`src/rtl/noc_flit_rx_axis_if.sv`:
```
// rtl/noc_flit_rx_axis_if.sv - AXI-Stream beat interface for the flit receiver output
//
// Purpose: groups the reassembled-beat stream signals into one bundle.
// Signals:
//   tvalid  beat valid (driven by master)
//   tready  beat accepted (driven by slave)
//   tdata   beat payload
//   tlast   packet end
//   tid     stream id
//   tdest   stream destination
interface noc_flit_rx_axis_if #(
    parameter int TDATA_WIDTH = 128,
    parameter int TDEST_WIDTH = 4,
    parameter int TID_WIDTH   = 2
);
    logic                   tvalid;
    logic                   tready;
    logic [TDATA_WIDTH-1:0] tdata;
    logic                   tlast;
    logic [TID_WIDTH-1:0]   tid;
    logic [TDEST_WIDTH-1:0] tdest;

    modport master (output tvalid, tdata, tlast, tid, tdest, input tready);
    modport slave  (input tvalid, tdata, tlast, tid, tdest, output tready);
endinterface

```
`src/rtl/noc_flit_rx_axis.sv`:
```
// rtl/noc_flit_rx_axis.sv - NoC ejection endpoint: flit FIFO, credit return, AXIS beat reassembly
//
// Purpose: buffers incoming flits, returns one credit per dequeued flit and
// packs SERIALIZATION_FACTOR flits (first flit in the LSBs) into one AXIS beat.
// Ports:
//   clk_noc       sole clock
//   rst_n         asynchronous active-low reset
//   data_in       flit payload
//   dest_in       flit destination {tid, tdest}
//   is_tail_in    last flit of packet
//   send_in       flit valid
//   credit_out    one-cycle pulse per freed FIFO slot
//   axis_out      registered AXIS master beat output
//   overflow_err  sticky: flit arrived while FIFO full
//   protocol_err  sticky: tail seen on a non-final flit slot
module noc_flit_rx_axis #(
    parameter int TDATA_WIDTH          = 128,
    parameter int TDEST_WIDTH          = 4,
    parameter int TID_WIDTH            = 2,
    parameter int SERIALIZATION_FACTOR = 2,
    parameter int FLIT_WIDTH           = TDATA_WIDTH / SERIALIZATION_FACTOR,
    parameter int DEST_WIDTH           = TDEST_WIDTH + TID_WIDTH,
    parameter int FLIT_BUFFER_DEPTH    = 4
) (
    input  logic                  clk_noc,
    input  logic                  rst_n,
    input  logic [FLIT_WIDTH-1:0] data_in,
    input  logic [DEST_WIDTH-1:0] dest_in,
    input  logic                  is_tail_in,
    input  logic                  send_in,
    output logic                  credit_out,
    noc_flit_rx_axis_if.master    axis_out,
    output logic                  overflow_err,
    output logic                  protocol_err
);
    localparam int AW = $clog2(FLIT_BUFFER_DEPTH);
    localparam int PW = AW + 1;
    localparam int IW = (SERIALIZATION_FACTOR > 1) ? $clog2(SERIALIZATION_FACTOR) : 1;
    localparam logic [IW-1:0] LAST_IDX = IW'(SERIALIZATION_FACTOR - 1);

    logic [FLIT_WIDTH-1:0]  r_fifo_data [FLIT_BUFFER_DEPTH];
    logic [DEST_WIDTH-1:0]  r_fifo_dest [FLIT_BUFFER_DEPTH];
    logic                   r_fifo_tail [FLIT_BUFFER_DEPTH];
    logic [PW-1:0]          r_wr_ptr;
    logic [PW-1:0]          r_rd_ptr;
    logic [IW-1:0]          r_idx;
    logic [TDATA_WIDTH-1:0] r_asm;
    logic                   r_credit;
    logic                   r_tvalid;
    logic [TDATA_WIDTH-1:0] r_tdata;
    logic                   r_tlast;
    logic [TID_WIDTH-1:0]   r_tid;
    logic [TDEST_WIDTH-1:0] r_tdest;
    logic                   r_overflow_err;
    logic                   r_protocol_err;

    logic                   w_empty;
    logic                   w_full;
    logic [FLIT_WIDTH-1:0]  w_head_data;
    logic [DEST_WIDTH-1:0]  w_head_dest;
    logic                   w_head_tail;
    logic                   w_final;
    logic                   w_out_free;
    logic                   w_pop;
    logic                   w_push;
    logic                   w_drop;
    logic [TDATA_WIDTH-1:0] w_beat;

    // Extra pointer MSB distinguishes full from empty when the indices match.
    assign w_empty = (r_wr_ptr == r_rd_ptr);
    assign w_full  = (r_wr_ptr[AW] != r_rd_ptr[AW]) &&
                     (r_wr_ptr[AW-1:0] == r_rd_ptr[AW-1:0]);

    assign w_head_data = r_fifo_data[r_rd_ptr[AW-1:0]];
    assign w_head_dest = r_fifo_dest[r_rd_ptr[AW-1:0]];
    assign w_head_tail = r_fifo_tail[r_rd_ptr[AW-1:0]];

    // A tail closes the beat early, so it is treated like the last slot.
    assign w_final    = (r_idx == LAST_IDX) || w_head_tail;
    assign w_out_free = !r_tvalid || axis_out.tready;
    assign w_pop      = !w_empty && (!w_final || w_out_free);
    // A pop in the same cycle frees the slot, so a write on a full FIFO is kept.
    assign w_push     = send_in && (!w_full || w_pop);
    assign w_drop     = send_in && w_full && !w_pop;

    // Unfilled upper slices stay zero because the assembly register is cleared per beat.
    always_comb begin
        w_beat = r_asm;
        w_beat[int'(r_idx) * FLIT_WIDTH +: FLIT_WIDTH] = w_head_data;
    end

    // Storage needs no reset: occupancy is defined entirely by the pointers.
    always_ff @(posedge clk_noc) begin
        if (w_push) begin
            r_fifo_data[r_wr_ptr[AW-1:0]] <= data_in;
            r_fifo_dest[r_wr_ptr[AW-1:0]] <= dest_in;
            r_fifo_tail[r_wr_ptr[AW-1:0]] <= is_tail_in;
        end
    end

    always_ff @(posedge clk_noc or negedge rst_n) begin
        if (!rst_n) begin
            r_wr_ptr       <= '0;
            r_rd_ptr       <= '0;
            r_idx          <= '0;
            r_asm          <= '0;
            r_credit       <= 1'b0;
            r_tvalid       <= 1'b0;
            r_tdata        <= '0;
            r_tlast        <= 1'b0;
            r_tid          <= '0;
            r_tdest        <= '0;
            r_overflow_err <= 1'b0;
            r_protocol_err <= 1'b0;
        end else begin
            r_credit <= w_pop;

            if (w_push) begin
                r_wr_ptr <= r_wr_ptr + 1'b1;
            end
            if (w_pop) begin
                r_rd_ptr <= r_rd_ptr + 1'b1;
            end

            if (w_drop) begin
                r_overflow_err <= 1'b1;
            end
            if (w_pop && w_head_tail && (r_idx != LAST_IDX)) begin
                r_protocol_err <= 1'b1;
            end

            if (w_pop && !w_final) begin
                r_asm <= w_beat;
                r_idx <= r_idx + 1'b1;
            end

            // Reload takes priority over drain so back-to-back beats need no bubble.
            if (w_pop && w_final) begin
                r_tvalid         <= 1'b1;
                r_tdata          <= w_beat;
                r_tlast          <= w_head_tail;
                {r_tid, r_tdest} <= w_head_dest;
                r_idx            <= '0;
                r_asm            <= '0;
            end else if (axis_out.tready) begin
                r_tvalid <= 1'b0;
            end
        end
    end

    assign credit_out      = r_credit;
    assign overflow_err    = r_overflow_err;
    assign protocol_err    = r_protocol_err;
    assign axis_out.tvalid = r_tvalid;
    assign axis_out.tdata  = r_tdata;
    assign axis_out.tlast  = r_tlast;
    assign axis_out.tid    = r_tid;
    assign axis_out.tdest  = r_tdest;
endmodule

```
`src/flat_wrapper.sv`:
```
// flat-port wrapper written by rule: the top's interface ports become plain ports
module noc_flit_rx_axis_flat 
#(
    parameter int TDATA_WIDTH          = 128,
    parameter int TDEST_WIDTH          = 4,
    parameter int TID_WIDTH            = 2,
    parameter int SERIALIZATION_FACTOR = 2,
    parameter int FLIT_WIDTH           = TDATA_WIDTH / SERIALIZATION_FACTOR,
    parameter int DEST_WIDTH           = TDEST_WIDTH + TID_WIDTH,
    parameter int FLIT_BUFFER_DEPTH    = 4
)
  (clk_noc, rst_n, data_in, dest_in, is_tail_in, send_in, credit_out, overflow_err, protocol_err, axis_out_tvalid, axis_out_tdata, axis_out_tlast, axis_out_tid, axis_out_tdest, axis_out_tready);
  noc_flit_rx_axis_if #(.TDATA_WIDTH(TDATA_WIDTH), .TDEST_WIDTH(TDEST_WIDTH), .TID_WIDTH(TID_WIDTH)) axis_out_i ();
  input  logic clk_noc;
  input  logic rst_n;
  input  logic [FLIT_WIDTH-1:0] data_in;
  input  logic [DEST_WIDTH-1:0] dest_in;
  input  logic is_tail_in;
  input  logic send_in;
  output logic credit_out;
  output logic overflow_err;
  output logic protocol_err;
  output wire logic [$bits(axis_out_i.tvalid)-1:0] axis_out_tvalid;
  output wire logic [$bits(axis_out_i.tdata)-1:0] axis_out_tdata;
  output wire logic [$bits(axis_out_i.tlast)-1:0] axis_out_tlast;
  output wire logic [$bits(axis_out_i.tid)-1:0] axis_out_tid;
  output wire logic [$bits(axis_out_i.tdest)-1:0] axis_out_tdest;
  input wire logic [$bits(axis_out_i.tready)-1:0] axis_out_tready;
  assign axis_out_tvalid = axis_out_i.tvalid;
  assign axis_out_tdata = axis_out_i.tdata;
  assign axis_out_tlast = axis_out_i.tlast;
  assign axis_out_tid = axis_out_i.tid;
  assign axis_out_tdest = axis_out_i.tdest;
  assign axis_out_i.tready = axis_out_tready;
  noc_flit_rx_axis #(.TDATA_WIDTH(TDATA_WIDTH), .TDEST_WIDTH(TDEST_WIDTH), .TID_WIDTH(TID_WIDTH), .SERIALIZATION_FACTOR(SERIALIZATION_FACTOR), .FLIT_WIDTH(FLIT_WIDTH), .DEST_WIDTH(DEST_WIDTH), .FLIT_BUFFER_DEPTH(FLIT_BUFFER_DEPTH)) u_core (.clk_noc(clk_noc), .rst_n(rst_n), .data_in(data_in), .dest_in(dest_in), .is_tail_in(is_tail_in), .send_in(send_in), .credit_out(credit_out), .axis_out(axis_out_i), .overflow_err(overflow_err), .protocol_err(protocol_err));
endmodule
```
`config.mk`:
```
export PLATFORM = sky130hd
export DESIGN_NAME = noc_flit_rx_axis_flat
export DESIGN_NICKNAME = d
export VERILOG_FILES = /design/src/rtl/noc_flit_rx_axis_if.sv /design/src/rtl/noc_flit_rx_axis.sv /design/src/flat_wrapper.sv
export SDC_FILE = /design/constraint.sdc
export NUM_CORES = 1
export LEC_CHECK = 0
export CAP_MARGIN = 20
export CORE_UTILIZATION = 51
export CTS_BUF_LIST = sky130_fd_sc_hd__clkbuf_16
export CTS_CLUSTER_SIZE = 10
export DETAILED_ROUTE_END_ITERATION = 8
export PLACE_DENSITY = 0.83
export SLEW_MARGIN = 0
export SYNTH_ARGS = -nofsm -noshare
export SYNTH_HDL_FRONTEND = slang
export SYNTH_SLANG_ARGS = --single-unit
```
`constraint.sdc`:
```
create_clock -name clk_noc -period 5.4 [get_ports clk_noc]
set_input_delay 1.35 -clock clk_noc [delete_from_list [all_inputs] [get_ports clk_noc]]
set_output_delay 1.35 -clock clk_noc [all_outputs]
set_load 0.02 [all_outputs]
```
Word level (Yosys, flattened, before mapping)
Memory sizes are Yosys's and may differ from the RTL's. A register that Yosys moved wholly into a read port is not among the register bits.
Index checks and enable logic that the tools add are counted.
{"block": "word_totals", "register_bits": 268, "ramBits": 284, "inputBits": 75, "output_inout_bits": 139, "wordCells": 53, "mem_count": 3}
{"name": "u_core.r_fifo_data", "words": 4, "word_bits": 64, "read_ports": 1, "rd_ports_with_merged_regs": 0, "write_ports": 1, "line_no": "noc_flit_rx_axis.sv:41", "source": "logic [FLIT_WIDTH-1:0] r_fifo_data [FLIT_BUFFER_DEPTH];"}
{"name": "u_core.r_fifo_dest", "words": 4, "word_bits": 6, "read_ports": 1, "rd_ports_with_merged_regs": 1, "write_ports": 1, "line_no": "noc_flit_rx_axis.sv:42", "source": "logic [DEST_WIDTH-1:0] r_fifo_dest [FLIT_BUFFER_DEPTH];"}
{"name": "u_core.r_fifo_tail", "words": 4, "word_bits": 1, "read_ports": 1, "rd_ports_with_merged_regs": 0, "write_ports": 1, "line_no": "noc_flit_rx_axis.sv:43", "source": "logic r_fifo_tail [FLIT_BUFFER_DEPTH];"}
{"block": "op_classes", "addsub": 4, "eq_ne": 3, "shifts": 2, "mux": 9, "bitwise_logic": 1, "n_reduce_logical": 21}
{"op": "128-bit 2-to-1 mux", "count": 2}
{"op": "128-bit bitwise mux", "count": 1}
{"op": "64-bit by 33-bit variable shift with 128-bit output, first input constant", "count": 1}
{"op": "64-bit by 33-bit variable part select with 128-bit output", "count": 1}
{"op": "7-bit negator with 33-bit output", "count": 1}
{"op": "1-bit logical AND", "count": 9}
{"op": "3-bit by 1-bit adder with 3-bit output, second input constant", "count": 2}
{"op": "1-bit zero test", "count": 6}
{"op": "1-bit 2-to-1 mux", "count": 6}
{"op": "1-bit logical OR", "count": 4}
{"op": "2-bit nonzero test", "count": 2}
{"op": "3-bit == test", "count": 1}
{"op": "2-bit == test", "count": 1}
{"op": "1-bit adder, second input constant", "count": 1}
{"op": "1-bit != test", "count": 1}
{"op": "1-bit NOT", "count": 1}

Depth between registers and ports, before layout
An unclocked memory read counts as a cell.
{"block": "logic_depth", "ltp_word": 9, "mapped_depth": 9, "mapped_depth_nobuf": 4}

Least setup slack after synthesis
Ideal clock, no wire load.
{"block": "synth_timing", "kind": "input to register", "from": "in axis_out_tready", "to": "mem u_core.r_fifo_data[3][0] in the netlist's numbering (enable)", "setup_time_ps": 526, "arrival_ps": 5072, "required_time_ps": 4874, "slack_ps": -199, "cell_stages": 3, "path_buffers": 0, "cell_sequence": "nor2b_1 -> o21a_1 -> a21oi_1"}
{"block": "synth_via", "elab_chain_len": 7}
{"item": "from (decl)", "line_no": "flat_wrapper.sv:28", "source": "input wire logic [$bits(axis_out_i.tready)-1:0] axis_out_tready;"}
{"item": "1-bit logical OR", "line_no": "noc_flit_rx_axis.sv:80", "source": "assign w_out_free = !r_tvalid || axis_out.tready;"}
{"item": "1-bit logical OR", "line_no": "noc_flit_rx_axis.sv:81", "source": "assign w_pop = !w_empty && (!w_final || w_out_free);"}
{"item": "1-bit logical AND", "line_no": "noc_flit_rx_axis.sv:81"}
{"item": "1-bit logical OR", "line_no": "noc_flit_rx_axis.sv:83", "source": "assign w_push = send_in && (!w_full || w_pop);"}
{"item": "1-bit logical AND", "line_no": "noc_flit_rx_axis.sv:83"}
{"item": "1-bit 2-to-1 mux", "line_no": "noc_flit_rx_axis.sv:94", "source": "if (w_push) begin"}
{"item": "1-bit 2-to-1 mux (implied by the code)", "line_no": "noc_flit_rx_axis.sv:95", "source": "r_fifo_data[r_wr_ptr[AW-1:0]] <= data_in;"}
{"item": "to (decl)", "line_no": "noc_flit_rx_axis.sv:41"}
Every way passes these cells.

Worst setup path after layout
{"block": "layout_timing", "from": "reg u_core.r_rd_ptr[1]", "to": "reg u_core.r_asm[126]"}
{"block": "layout_via", "elab_chain_len": 7, "word_cells_on_any_way": 15, "classes_between": "eq/ne: 1; shift: 1; mux: 3; reduce/logical: 8; memory: 2"}
{"item": "from (decl)", "line_no": "noc_flit_rx_axis.sv:45", "source": "logic [PW-1:0] r_rd_ptr;"}
{"item": "from (signal assigned)", "line_no": "noc_flit_rx_axis.sv:122", "source": "r_rd_ptr <= r_rd_ptr + 1'b1;"}
{"item": "branches (longest 7 deep; another with memory 4 x 64 bit)"}
{"item": "to (signal assigned)", "line_no": "noc_flit_rx_axis.sv:133", "source": "r_asm <= w_beat;"}
{"item": "to (decl)", "line_no": "noc_flit_rx_axis.sv:47", "source": "logic [TDATA_WIDTH-1:0] r_asm;"}
Parallel ways; which one is timed is not known. The select of a mux whose other input is x is not followed.
A chain may end at the register's enable or synchronous reset.

==> out/results.txt <==
Mean Syn Cell Area -> 16.5 um2
CP max FO -> 69
Top area cells in the synthesized netlist -> edfxtp_1 39%, dfrtp_1 31%, mux4_2 7.3%
DIE HEIGHT -> 210 um
Setup-failing EPs final -> 0
DR iter-0 viols -> 819
Layout cell share with drive strength beyond 1 -> 0.234
Clock root cell -> clkbuf_16
Max-slew headroom -> 0.274
Peak supply drop -> 0.553 mV
DR WL/cell -> 21.1 um
Mapped cell area -> 0.0220 mm2
Gr usage total -> 0.210
Num Clock Sinks -> 558
Largest area contributor in the netlist -> edfxtp_1
Via density -> 5.50
WP data arrival -> 4.19 ns
DRT antenna net count -> 0
Power per Cell Area -> 636 mW/mm2
Vias -> 11750
Setup CP Type -> flop to flop
PostCTS Resize Cnt -> 0
First-pass GRT wire length -> 70500 um
Post-synthesis sequential area ratio -> 0.700
IO Port Bufs -> 213
Worst-case reg-to-reg path depth -> 5
TritonCTS clock tree -> yes
FF/Latch Area -> 0.0154 mm2
Leak -> 0.0107 uW
Core Rows -> 75
Final hold violations -> 0
Footprint of the multi-input gates -> 0.00598 mm2
Max_cap viols -> 0
Post-synth top area share -> 0.388
Placed wire-length estimate -> 27100 um
Max H-tree Level -> 3
Cells after synthesis -> 1332
CP Data Required Time -> 5.85 ns
Period minus WS final -> 3.74 ns
Initial Util -> 0.520
Final Routed Wirelength -> 45100 um
Status -> complete, no violations
CORE AREA -> 0.0422 mm2
Synthesized net count -> 1412
Fmax -> 268 MHz
Max Root-Sink Buffers -> 3
Post-CTS Repair Setup Buffers -> 0
Post-place instance area -> 0.0246 mm2
Fill cells -> 2957
Crit end category -> flop
Pre-antenna DRT Iters -> 5
Final TNS setup -> 0 ns
Pin count of the biggest net entering global routing -> 105
RSZ-0062 raised after global routing -> false
Post-synthesis register bit count -> 558
Hold-fix buffers, CTS -> 0
Global placement routability congestion -> 0.759
Final Max Slew Viols -> 0
Clk pin slew, worst setup/hold paths -> 0.06 ns
Count of cell types in the netlist -> 31
Design area -> 0.0266 mm2
Die ar. -> 0.0439 mm2
I/O pin cnt -> 214
Slew @ Worst Pin -> 1.09 ns
Antenna violations before repair -> 8
Post-layout net count -> 1626
Worst Skew -> 0.0151 ns
Total CTS buffers -> 66
Synthesis Warnings -> 0
CP Launch Type -> flop
Worst Hold Depth -> 1
Total congestion overflow -> 0
Period Utilization, post-route -> 0.692
DRC Markers -> 0
Hold Path Class -> flop to flop
Area grow syn2layout -> 20.9%
Post-layout util -> 0.629
Die X -> 210 um
Vias in the first global route -> 12401
Clk_lat worst skew -> 0.56 ns
-- synthesized netlist by cell type (all sizes together) --
master / count
edfxtp: 284
dfrtp: 274
mux2: 200
o21ai: 129
mux4: 71
and2: 67
inv: 67
nand2: 67
nand3: 64
clkbuf: 49
buf: 33
ha: 5
xor2: 5
a31o: 2
nor2b: 2
xnor2: 2
a21boi: 1
a21oi: 1
a22o: 1
and3b: 1
nand2b: 1
nand3b: 1
nor2: 1
nor3: 1
nor3b: 1
o21a: 1
or3b: 1
-- critical path, stage by stage, from the launching register on --
cell and delay [ns]:
dfrtp_4 0.85, xor2_1 0.25, or3b_4 0.80, nand3b_1 0.84
buf_4 0.58, and2_1 0.25
-- final cells by class --
type,count,area share
inverters,67,0.00956
flip-flops and latches,558,0.579
diodes,7,0.000659
clock inverters,45,0.00692
repair buffers,228,0.0878
multi-input cells,625,0.225
well taps,539,0.0254
clock buffers,69,0.0650
-- cell usage in the layout, fill, tap and decap left out, types with 67 or more instances in the layout --
master           synthesis  layout
edfxtp_1               284     284
dfrtp_1                274     271
clkdlybuf4s50_1          0     212
mux2_2                 139     139
o21ai_0                129     129
inv_1                   67     107
mux4_2                  71      71
clkbuf_16                0      69
nand2_1                 67      67
-- routing by layer --
layer	track usage	wire length [um]	vias to the layer above	share of wire
met2	0.347	22700	322	0.50
met4	0.0805	1100	4	0.024
met1	0.278	18900	6036	0.42
li1	-	-	5312	-
met3	0.0425	2430	76	0.054
met5	0	31	-	0.00069
-- sequential cells by signal, indices dropped and copies added (netlist names), 3 cells and up --
signal	count
u_core.axis_out.tdest	4
u_core.r_fifo_data	256
u_core.r_asm	128
u_core.r_fifo_tail	4
u_core.r_rd_ptr	3
u_core.r_fifo_dest	24
u_core.r_wr_ptr	3
u_core.axis_out.tdata	128
-- report_power, final --
| part | internal [uW] | switching, uW |
|---|---|---|
| clock network | 2280 | 1590 |
| registers | 5650 | 570 |
| logic | 3260 | 3540 |
| total | 11200 | 5700 |
-- worst paths after layout --
path	from	to	slack, ns
max	u_core.r_rd_ptr[1]	u_core.r_asm[126]	1.66
min	u_core.r_asm[127]	u_core.r_asm[127]	0.48
max reg2reg	u_core.r_rd_ptr[1]	u_core.r_asm[126]	1.66
min reg2reg	u_core.r_asm[127]	u_core.r_asm[127]	0.48
max in group asynchronous	rst_n	u_core.r_asm[104]	3.50
min in group asynchronous	rst_n	u_core.axis_out.tdata[9]	0.85
-- cells by family after synthesis --
| kind of cell | share of synthesized area |
|---|---|
| mux | 0.186 |
| flops | 0.700 |
| fa+ha+maj | 0.00285 |
| xor+xnor | 0.00279 |
| buf+inv | 0.0293 |
| simple gates | 0.0478 |
| compound gates | 0.0315 |
-- stage by stage --
step	instances	hold slack [ns]	total power, uW	setup WS, ns
final	2138	0.476	16900	1.66
after global routing	2136	0.501	17800	1.35
after CTS	2128	0.484	17000	1.58
after detailed placement	2014	0.467	13100	1.42
after global placement	2014	0.464	12900	1.49
after floorplan	1332	0.449	11000	1.41
No activity file was read; power rests on OpenSTA's default activity.
